==> src/rtl/adma_as_atx_resp_if.sv <==
// Issue-side and B-channel signals of the DMA completion tracker.
// The slave modport is the tracker; the master modport is the splitter/AXI side.
interface adma_as_atx_resp_if #(
   parameter int unsigned MST_ID_W = 5,
   parameter int unsigned OUTSTD_W = 4
);
   logic [MST_ID_W-1:0] atx_id;
   logic                atx_start;
   logic                atx_start_last;
   logic                atx_issue_rdy;
   logic [MST_ID_W-1:0] bid;
   logic [1:0]          bresp;
   logic                bvalid;
   logic                bready;
   logic                tx_done_vld;
   logic                tx_done_err;
   logic                tx_done_rdy;
   logic [OUTSTD_W-1:0] outstd_cnt;
   logic                id_mismatch;

   modport slave (
      input  atx_id, atx_start, atx_start_last, bid, bresp, bvalid, tx_done_rdy,
      output atx_issue_rdy, bready, tx_done_vld, tx_done_err, outstd_cnt, id_mismatch
   );

   modport master (
      output atx_id, atx_start, atx_start_last, bid, bresp, bvalid, tx_done_rdy,
      input  atx_issue_rdy, bready, tx_done_vld, tx_done_err, outstd_cnt, id_mismatch
   );
endinterface

==> src/rtl/adma_as_atx_resp.sv <==
// Tracks issued AXI bursts against in-order B responses and emits one completion,
// with an accumulated error bit, per DMA transaction.
module adma_as_atx_resp #(
   parameter int unsigned MST_ID_W   = 5,
   parameter int unsigned MAX_OUTSTD = 8
) (
   input logic               clk,
   input logic               rst,
   adma_as_atx_resp_if.slave bus
);
   localparam int unsigned OUTSTD_W = $clog2(MAX_OUTSTD + 1);
   localparam int unsigned PTR_W    = $clog2(MAX_OUTSTD);
   localparam logic [OUTSTD_W-1:0] MaxCnt = OUTSTD_W'(MAX_OUTSTD);

   logic [MAX_OUTSTD-1:0] flags_q, flags_d;
   logic [PTR_W:0]        wr_ptr_q, wr_ptr_d, rd_ptr_q, rd_ptr_d;
   logic [OUTSTD_W-1:0]   cnt_q, cnt_d;
   logic                  issue_rdy_q, issue_rdy_d;
   logic                  err_acc_q, err_acc_d;
   logic                  done_vld_q, done_vld_d;
   logic                  done_err_q, done_err_d;
   logic                  mism_q, mism_d;
   logic                  empty, bready, push, pop, err, flag;

   // Extra pointer bit distinguishes full from empty when the indices match.
   assign empty  = (wr_ptr_q == rd_ptr_q);
   assign bready = ~empty & ~done_vld_q;
   assign push   = bus.atx_start & issue_rdy_q;
   assign pop    = bus.bvalid & bready;
   assign err    = bus.bresp[1];
   assign flag   = flags_q[rd_ptr_q[PTR_W-1:0]];

   always_comb begin
      flags_d     = flags_q;
      wr_ptr_d    = wr_ptr_q;
      rd_ptr_d    = rd_ptr_q;
      cnt_d       = cnt_q;
      err_acc_d   = err_acc_q;
      done_vld_d  = done_vld_q;
      done_err_d  = done_err_q;
      mism_d      = mism_q;

      if (push) begin
         flags_d[wr_ptr_q[PTR_W-1:0]] = bus.atx_start_last;
         wr_ptr_d = wr_ptr_q + (PTR_W + 1)'(1);
      end
      if (pop) begin
         rd_ptr_d = rd_ptr_q + (PTR_W + 1)'(1);
      end
      if (push && !pop) begin
         cnt_d = cnt_q + OUTSTD_W'(1);
      end else if (pop && !push) begin
         cnt_d = cnt_q - OUTSTD_W'(1);
      end

      if (done_vld_q && bus.tx_done_rdy) begin
         done_vld_d = 1'b0;
         done_err_d = 1'b0;
      end
      // bready is low while a done is pending, so a pop never collides with a clear.
      if (pop) begin
         if (bus.bid != bus.atx_id) begin
            mism_d = 1'b1;
         end
         if (flag) begin
            done_vld_d = 1'b1;
            done_err_d = err_acc_q | err;
            err_acc_d  = 1'b0;
         end else begin
            err_acc_d = err_acc_q | err;
         end
      end

      issue_rdy_d = (cnt_d != MaxCnt);
   end

   always_ff @(posedge clk or posedge rst) begin
      if (rst) begin
         flags_q     <= '0;
         wr_ptr_q    <= '0;
         rd_ptr_q    <= '0;
         cnt_q       <= '0;
         issue_rdy_q <= 1'b0;
         err_acc_q   <= 1'b0;
         done_vld_q  <= 1'b0;
         done_err_q  <= 1'b0;
         mism_q      <= 1'b0;
      end else begin
         flags_q     <= flags_d;
         wr_ptr_q    <= wr_ptr_d;
         rd_ptr_q    <= rd_ptr_d;
         cnt_q       <= cnt_d;
         issue_rdy_q <= issue_rdy_d;
         err_acc_q   <= err_acc_d;
         done_vld_q  <= done_vld_d;
         done_err_q  <= done_err_d;
         mism_q      <= mism_d;
      end
   end

   assign bus.atx_issue_rdy = issue_rdy_q;
   assign bus.bready        = bready;
   assign bus.tx_done_vld   = done_vld_q;
   assign bus.tx_done_err   = done_err_q;
   assign bus.outstd_cnt    = cnt_q;
   assign bus.id_mismatch   = mism_q;

   // Issuing a burst while throttled is a protocol violation by the splitter.
   a_no_issue_when_full : assert property (@(posedge clk) disable iff (rst)
      bus.atx_start |-> issue_rdy_q);
endmodule

==> src/flat_wrapper.sv <==
// flat-port wrapper written by rule: the top's interface ports become plain ports
module adma_as_atx_resp_flat 
#(
   parameter int unsigned MST_ID_W   = 5,
   parameter int unsigned MAX_OUTSTD = 8
)
  (clk, rst, bus_atx_id, bus_atx_start, bus_atx_start_last, bus_bid, bus_bresp, bus_bvalid, bus_tx_done_rdy, bus_atx_issue_rdy, bus_bready, bus_tx_done_vld, bus_tx_done_err, bus_outstd_cnt, bus_id_mismatch);
  adma_as_atx_resp_if #(.MST_ID_W(MST_ID_W), .OUTSTD_W(4)) bus_i ();
  input logic clk;
  input logic rst;
  input wire logic [$bits(bus_i.atx_id)-1:0] bus_atx_id;
  input wire logic [$bits(bus_i.atx_start)-1:0] bus_atx_start;
  input wire logic [$bits(bus_i.atx_start_last)-1:0] bus_atx_start_last;
  input wire logic [$bits(bus_i.bid)-1:0] bus_bid;
  input wire logic [$bits(bus_i.bresp)-1:0] bus_bresp;
  input wire logic [$bits(bus_i.bvalid)-1:0] bus_bvalid;
  input wire logic [$bits(bus_i.tx_done_rdy)-1:0] bus_tx_done_rdy;
  output wire logic [$bits(bus_i.atx_issue_rdy)-1:0] bus_atx_issue_rdy;
  output wire logic [$bits(bus_i.bready)-1:0] bus_bready;
  output wire logic [$bits(bus_i.tx_done_vld)-1:0] bus_tx_done_vld;
  output wire logic [$bits(bus_i.tx_done_err)-1:0] bus_tx_done_err;
  output wire logic [$bits(bus_i.outstd_cnt)-1:0] bus_outstd_cnt;
  output wire logic [$bits(bus_i.id_mismatch)-1:0] bus_id_mismatch;
  assign bus_i.atx_id = bus_atx_id;
  assign bus_i.atx_start = bus_atx_start;
  assign bus_i.atx_start_last = bus_atx_start_last;
  assign bus_i.bid = bus_bid;
  assign bus_i.bresp = bus_bresp;
  assign bus_i.bvalid = bus_bvalid;
  assign bus_i.tx_done_rdy = bus_tx_done_rdy;
  assign bus_atx_issue_rdy = bus_i.atx_issue_rdy;
  assign bus_bready = bus_i.bready;
  assign bus_tx_done_vld = bus_i.tx_done_vld;
  assign bus_tx_done_err = bus_i.tx_done_err;
  assign bus_outstd_cnt = bus_i.outstd_cnt;
  assign bus_id_mismatch = bus_i.id_mismatch;
  adma_as_atx_resp #(.MST_ID_W(MST_ID_W), .MAX_OUTSTD(MAX_OUTSTD)) u_core (.clk(clk), .rst(rst), .bus(bus_i));
endmodule
==> config.mk <==
export PLATFORM = sky130hd
export DESIGN_NAME = adma_as_atx_resp_flat
export DESIGN_NICKNAME = d
export VERILOG_FILES = /design/src/rtl/adma_as_atx_resp_if.sv /design/src/rtl/adma_as_atx_resp.sv /design/src/flat_wrapper.sv
export SDC_FILE = /design/constraint.sdc
export NUM_CORES = 1
export LEC_CHECK = 0
export ABC_AREA = 1
export ABC_CLOCK_PERIOD_IN_PS = 2000
export BUFFER_PORTS_ARGS = -buffer_cell sky130_fd_sc_hd__buf_2
export CAP_MARGIN = 20
export CORE_UTILIZATION = 40
export CTS_BUF_LIST = sky130_fd_sc_hd__clkbuf_2
export DETAILED_ROUTE_END_ITERATION = 10
export GPL_TIMING_DRIVEN = 1
export MAX_ROUTING_LAYER = met4
export PLACE_DENSITY = 0.68
export REMOVE_ABC_BUFFERS = 1
export SYNTH_ARGS = -nofsm -noshare
export SYNTH_HDL_FRONTEND = slang
export SYNTH_SLANG_ARGS = --single-unit
==> constraint.sdc <==
create_clock -name clk -period 2 [get_ports clk]
set_clock_uncertainty 0.05 [all_clocks]
set_input_delay 0 -clock clk [delete_from_list [all_inputs] [get_ports clk]]
set_output_delay 0 -clock clk [all_outputs]
set_load 0.05 [all_outputs]
==> results summary <==
The die width came out at 61.6 um. The clock latency reported for the late side of the worst-skew pair is 0.34 ns. The global-route wire length before repair is 4.80 mm.

After layout, the worst path uses between 90% and 100% of the clock period. The total cell area at the placement stage came out at 0.00161 mm^2. In the layout the commonest cells are sky130_fd_sc_hd__nand2_1 (35), sky130_fd_sc_hd__buf_2 (25), sky130_fd_sc_hd__dfrtp_1 (25), sky130_fd_sc_hd__inv_1 (22), sky130_fd_sc_hd__nor2_1 (12).

The area of the mapped netlist is between 0.001 and 0.0015 mm^2. The area overhead of the layout relative to synthesis is 21.2%. The number of filler instances in the final layout came out at 355.

The arrival time of data at the critical path endpoint came out at around 2.1 ns. The number of antenna violations at the first check in global routing is 0. The fraction of final layout cells sized beyond drive strength 1 is 24.0%. The clock net in this run drives a total of 25 sinks.

The routed wire length came out at approximately 2.8 mm. For this configuration, the core starts out at a cell density of 42.2%. The count of unresolved DRC violations after routing came out at 0. The number of global-route vias before repair is 1100.

The total count of max-transition violations in the final report came out at 0. The flop and latch count out of synthesis is 25. By area, the combinational part of the netlist is dominated by simple AND/OR/NAND/NOR gates. The worst-case setup margin in the final layout is 0.136 ns.

The run finished with clean final reports. The synthesized area per cell came out at 8.40 um^2. The relative max-transition margin is about 66%. In this run, CTS created clock tree buffers numbering 3.

The average wire per standard cell came out at ~11 um. The final antenna diode count is 0. The via count normalized by instance count is 4.69.

The count of vias placed by the detailed router came out at 1190. The tightest min-delay check is of the in -> async type. The most critical setup path has its startpoint at bus_bid[4].

The multiplexer share of the synthesized area came out at 0%. The total of buffers placed on input and output ports came out at 25. The remaining global-route overflow is 0. The number of nets with antenna violations after routing is 0. The clock-pin slew of the registers on the worst-case setup and hold paths is 0.23 ns. The number of primary I/O pins is 27. Setup repair after global routing left no endpoint under its margin. The nature of the critical path endpoint is a flip-flop. The adder-cell share of the synthesized area came out at approximately 3.5%.

The number of synthesis warnings came out at 0. The clock period could shrink to 1.86 ns. The critical path start-end classification is in -> reg. The deepest clock path buffer count came out at 2. The power density over the cells is 1610 mW/mm^2.

The most common library cell in the layout ignoring fill and taps is sky130_fd_sc_hd__nand2_1. Routability-driven placement finished with a final weighted congestion of approximately 0.83. Entering global routing, the biggest net connects 26 pins.

Along the worst path, the maximum fanout reaches 1. VDD sags by at most 0.000916 V. The clock tree from TritonCTS is built. The count of distinct cell types in the synthesized netlist is 26.

The area enclosed by the die boundary is approximately 0.0038 mm^2. For the final routed database, the setup TNS stands at 0 ns. The first TritonRoute pass finished after 4 iterations. The number of max-cap violations is 0. For this design the static power due to leakage is 0.870 nW.

The post-place setup slack came out at between 0.3 and 0.4 ns. At the pin with the least slew margin, the transition time is 0.509 ns. The detailed router's first-iteration violation count is 85. The fraction of synthesized cell area in xor and xnor cells is 7.41%. Detailed placement ended at an HPWL of 2.05 mm.

The maximum level of the CTS H-tree is 1. The floorplan core area is 0.00336 mm^2. The sort of element at the start of the critical path is an input port. The die is 61.6 um tall. The sequential cell area fraction in the yosys report is ~44%. The count of endpoints failing setup in the final report is 0. Buffers added to address setup during post-CTS repair amount to 0. The cell row count is 21. The startpoint identified for the worst register-to-register timing path is u_core.wr_ptr_q[1]. The tree is rooted in a sky130_fd_sc_hd__clkbuf_2.

The maximum frequency from static timing analysis is 537 MHz. The compound-gate portion of the synthesized area came out at 11.0%. The total power of the final layout is between 2 and 3 mW. Data on the critical path is required at its endpoint by 2.20 ns. The synthesized netlist devotes 27.3% of its cell area to simple gates. After routing the design area is about 0.0017 mm^2. The global-route usage over all layers is approximately 18%. The net count of the finished layout came out at 231.

The number of instances in the synthesized netlist came out at 169. The number of endpoints with negative hold slack in the final report is 0.
routing by layer:
metal	up-vias	wire, um	track usage, %
met5	-	0	-
met4	0	38	5.71
met3	5	70	2.52
met2	16	1300	28.1
met1	550	1350	23.3
li1	619	-	-
worst paths after layout:
path	depth (start not counted)	endpoint	slack (ns)
min in group clk	3	u_core.bus.tx_done_vld	0.32
setup / recovery	7	u_core.bus.id_mismatch	0.14
setup reg to reg	12	u_core.bus.atx_issue_rdy	0.32
hold reg to reg	1	u_core.bus.id_mismatch	0.45
hold / removal	4	u_core.wr_ptr_q[2]	0.15
max in group asynchronous	4	u_core.rd_ptr_q[1]	1.51
area by class of cell:
cell class | instances | area, um^2 | share of cell area, %
clock buffer | 4 | 20.0 | 1.16
inverter | 25 | 93.8 | 5.46
multi-input combinational | 119 | 699 | 40.7
sequential | 25 | 626 | 36.4
tap | 46 | 57.6 | 3.35
timing repair buffer | 35 | 223 | 13.0
power breakdown:
group	internal (mW)	total, mW	switching, mW	leakage, nW
sequential	0.748	0.986	0.237	0.283
combinational	0.527	1.58	1.06	0.570
clock	0.0528	0.200	0.147	0.0166
cell usage after synthesis:
| master | instances | area [um^2] |
|---|---|---|
| sky130_fd_sc_hd__a21oi_1 | 8 | 40.0 |
| sky130_fd_sc_hd__a31oi_1 | 7 | 43.8 |
| sky130_fd_sc_hd__dfrtp_1 | 25 | 626 |
| sky130_fd_sc_hd__ha_1 | 4 | 50.1 |
| sky130_fd_sc_hd__inv_1 | 22 | 82.6 |
| sky130_fd_sc_hd__inv_2 | 3 | 11.3 |
| sky130_fd_sc_hd__nand2_1 | 35 | 131 |
| sky130_fd_sc_hd__nand2_2 | 5 | 31.3 |
| sky130_fd_sc_hd__nand2_4 | 2 | 22.5 |
| sky130_fd_sc_hd__nand3_1 | 6 | 30.0 |
| sky130_fd_sc_hd__nand3_2 | 2 | 20.0 |
| sky130_fd_sc_hd__nand3_4 | 1 | 17.5 |
| sky130_fd_sc_hd__nand3b_1 | 1 | 7.51 |
| sky130_fd_sc_hd__nand4_1 | 2 | 12.5 |
| sky130_fd_sc_hd__nand4_2 | 1 | 12.5 |
| sky130_fd_sc_hd__nor2_1 | 12 | 45.0 |
| sky130_fd_sc_hd__nor2_2 | 4 | 25.0 |
| sky130_fd_sc_hd__nor2_4 | 2 | 22.5 |
| sky130_fd_sc_hd__nor3_1 | 2 | 10.0 |
| sky130_fd_sc_hd__o21a_1 | 1 | 7.51 |
| sky130_fd_sc_hd__o21ai_0 | 7 | 35.0 |
| sky130_fd_sc_hd__o21ai_1 | 2 | 10.0 |
| sky130_fd_sc_hd__o21bai_1 | 1 | 7.51 |
| sky130_fd_sc_hd__o22ai_1 | 2 | 12.5 |
| sky130_fd_sc_hd__xnor2_1 | 4 | 35.0 |
| sky130_fd_sc_hd__xor2_1 | 8 | 70.1 |
per-stage QoR:
stage	cells	hold slack [ns]	utilization [%]
2_1_floorplan	169	-0.0227	-
3_3_place_gp	241	0.0168	47.8
3_5_place_dp	241	0.0152	47.8
4_1_cts	254	0.137	51.1
5_1_grt	254	0.147	51.1
6_report	254	0.152	51.1
cells by family after synthesis:
family	count (synthesis)
compound gates	28
xor+xnor	12
fa+ha+maj	4
buf+inv	25
flops	25
simple gates	75
repair_timing:
item	in CTS	in global routing
hold buffers	9	0
gates resized for setup	0	0
hold endpoints to repair	38	0
registers in the layout, summed over array words and instances (netlist names):
register,cells
u_core.bus.atx_issue_rdy,1
u_core.bus.id_mismatch,1
u_core.bus.outstd_cnt,4
u_core.bus.tx_done_err,1
u_core.bus.tx_done_vld,1
u_core.err_acc_q,1
u_core.flags_q,8
u_core.rd_ptr_q,4
u_core.wr_ptr_q,4
critical path: stages:
cell and delay [ns]:
sky130_fd_sc_hd__dlygate4sd3_1 0.54, sky130_fd_sc_hd__buf_2 0.12, sky130_fd_sc_hd__xor2_1 0.13, sky130_fd_sc_hd__dlygate4sd3_1 0.57, sky130_fd_sc_hd__nor2_1 0.10, sky130_fd_sc_hd__dlygate4sd3_1 0.55
sky130_fd_sc_hd__o21bai_1 0.06
(Power assumes the default switching activity.)
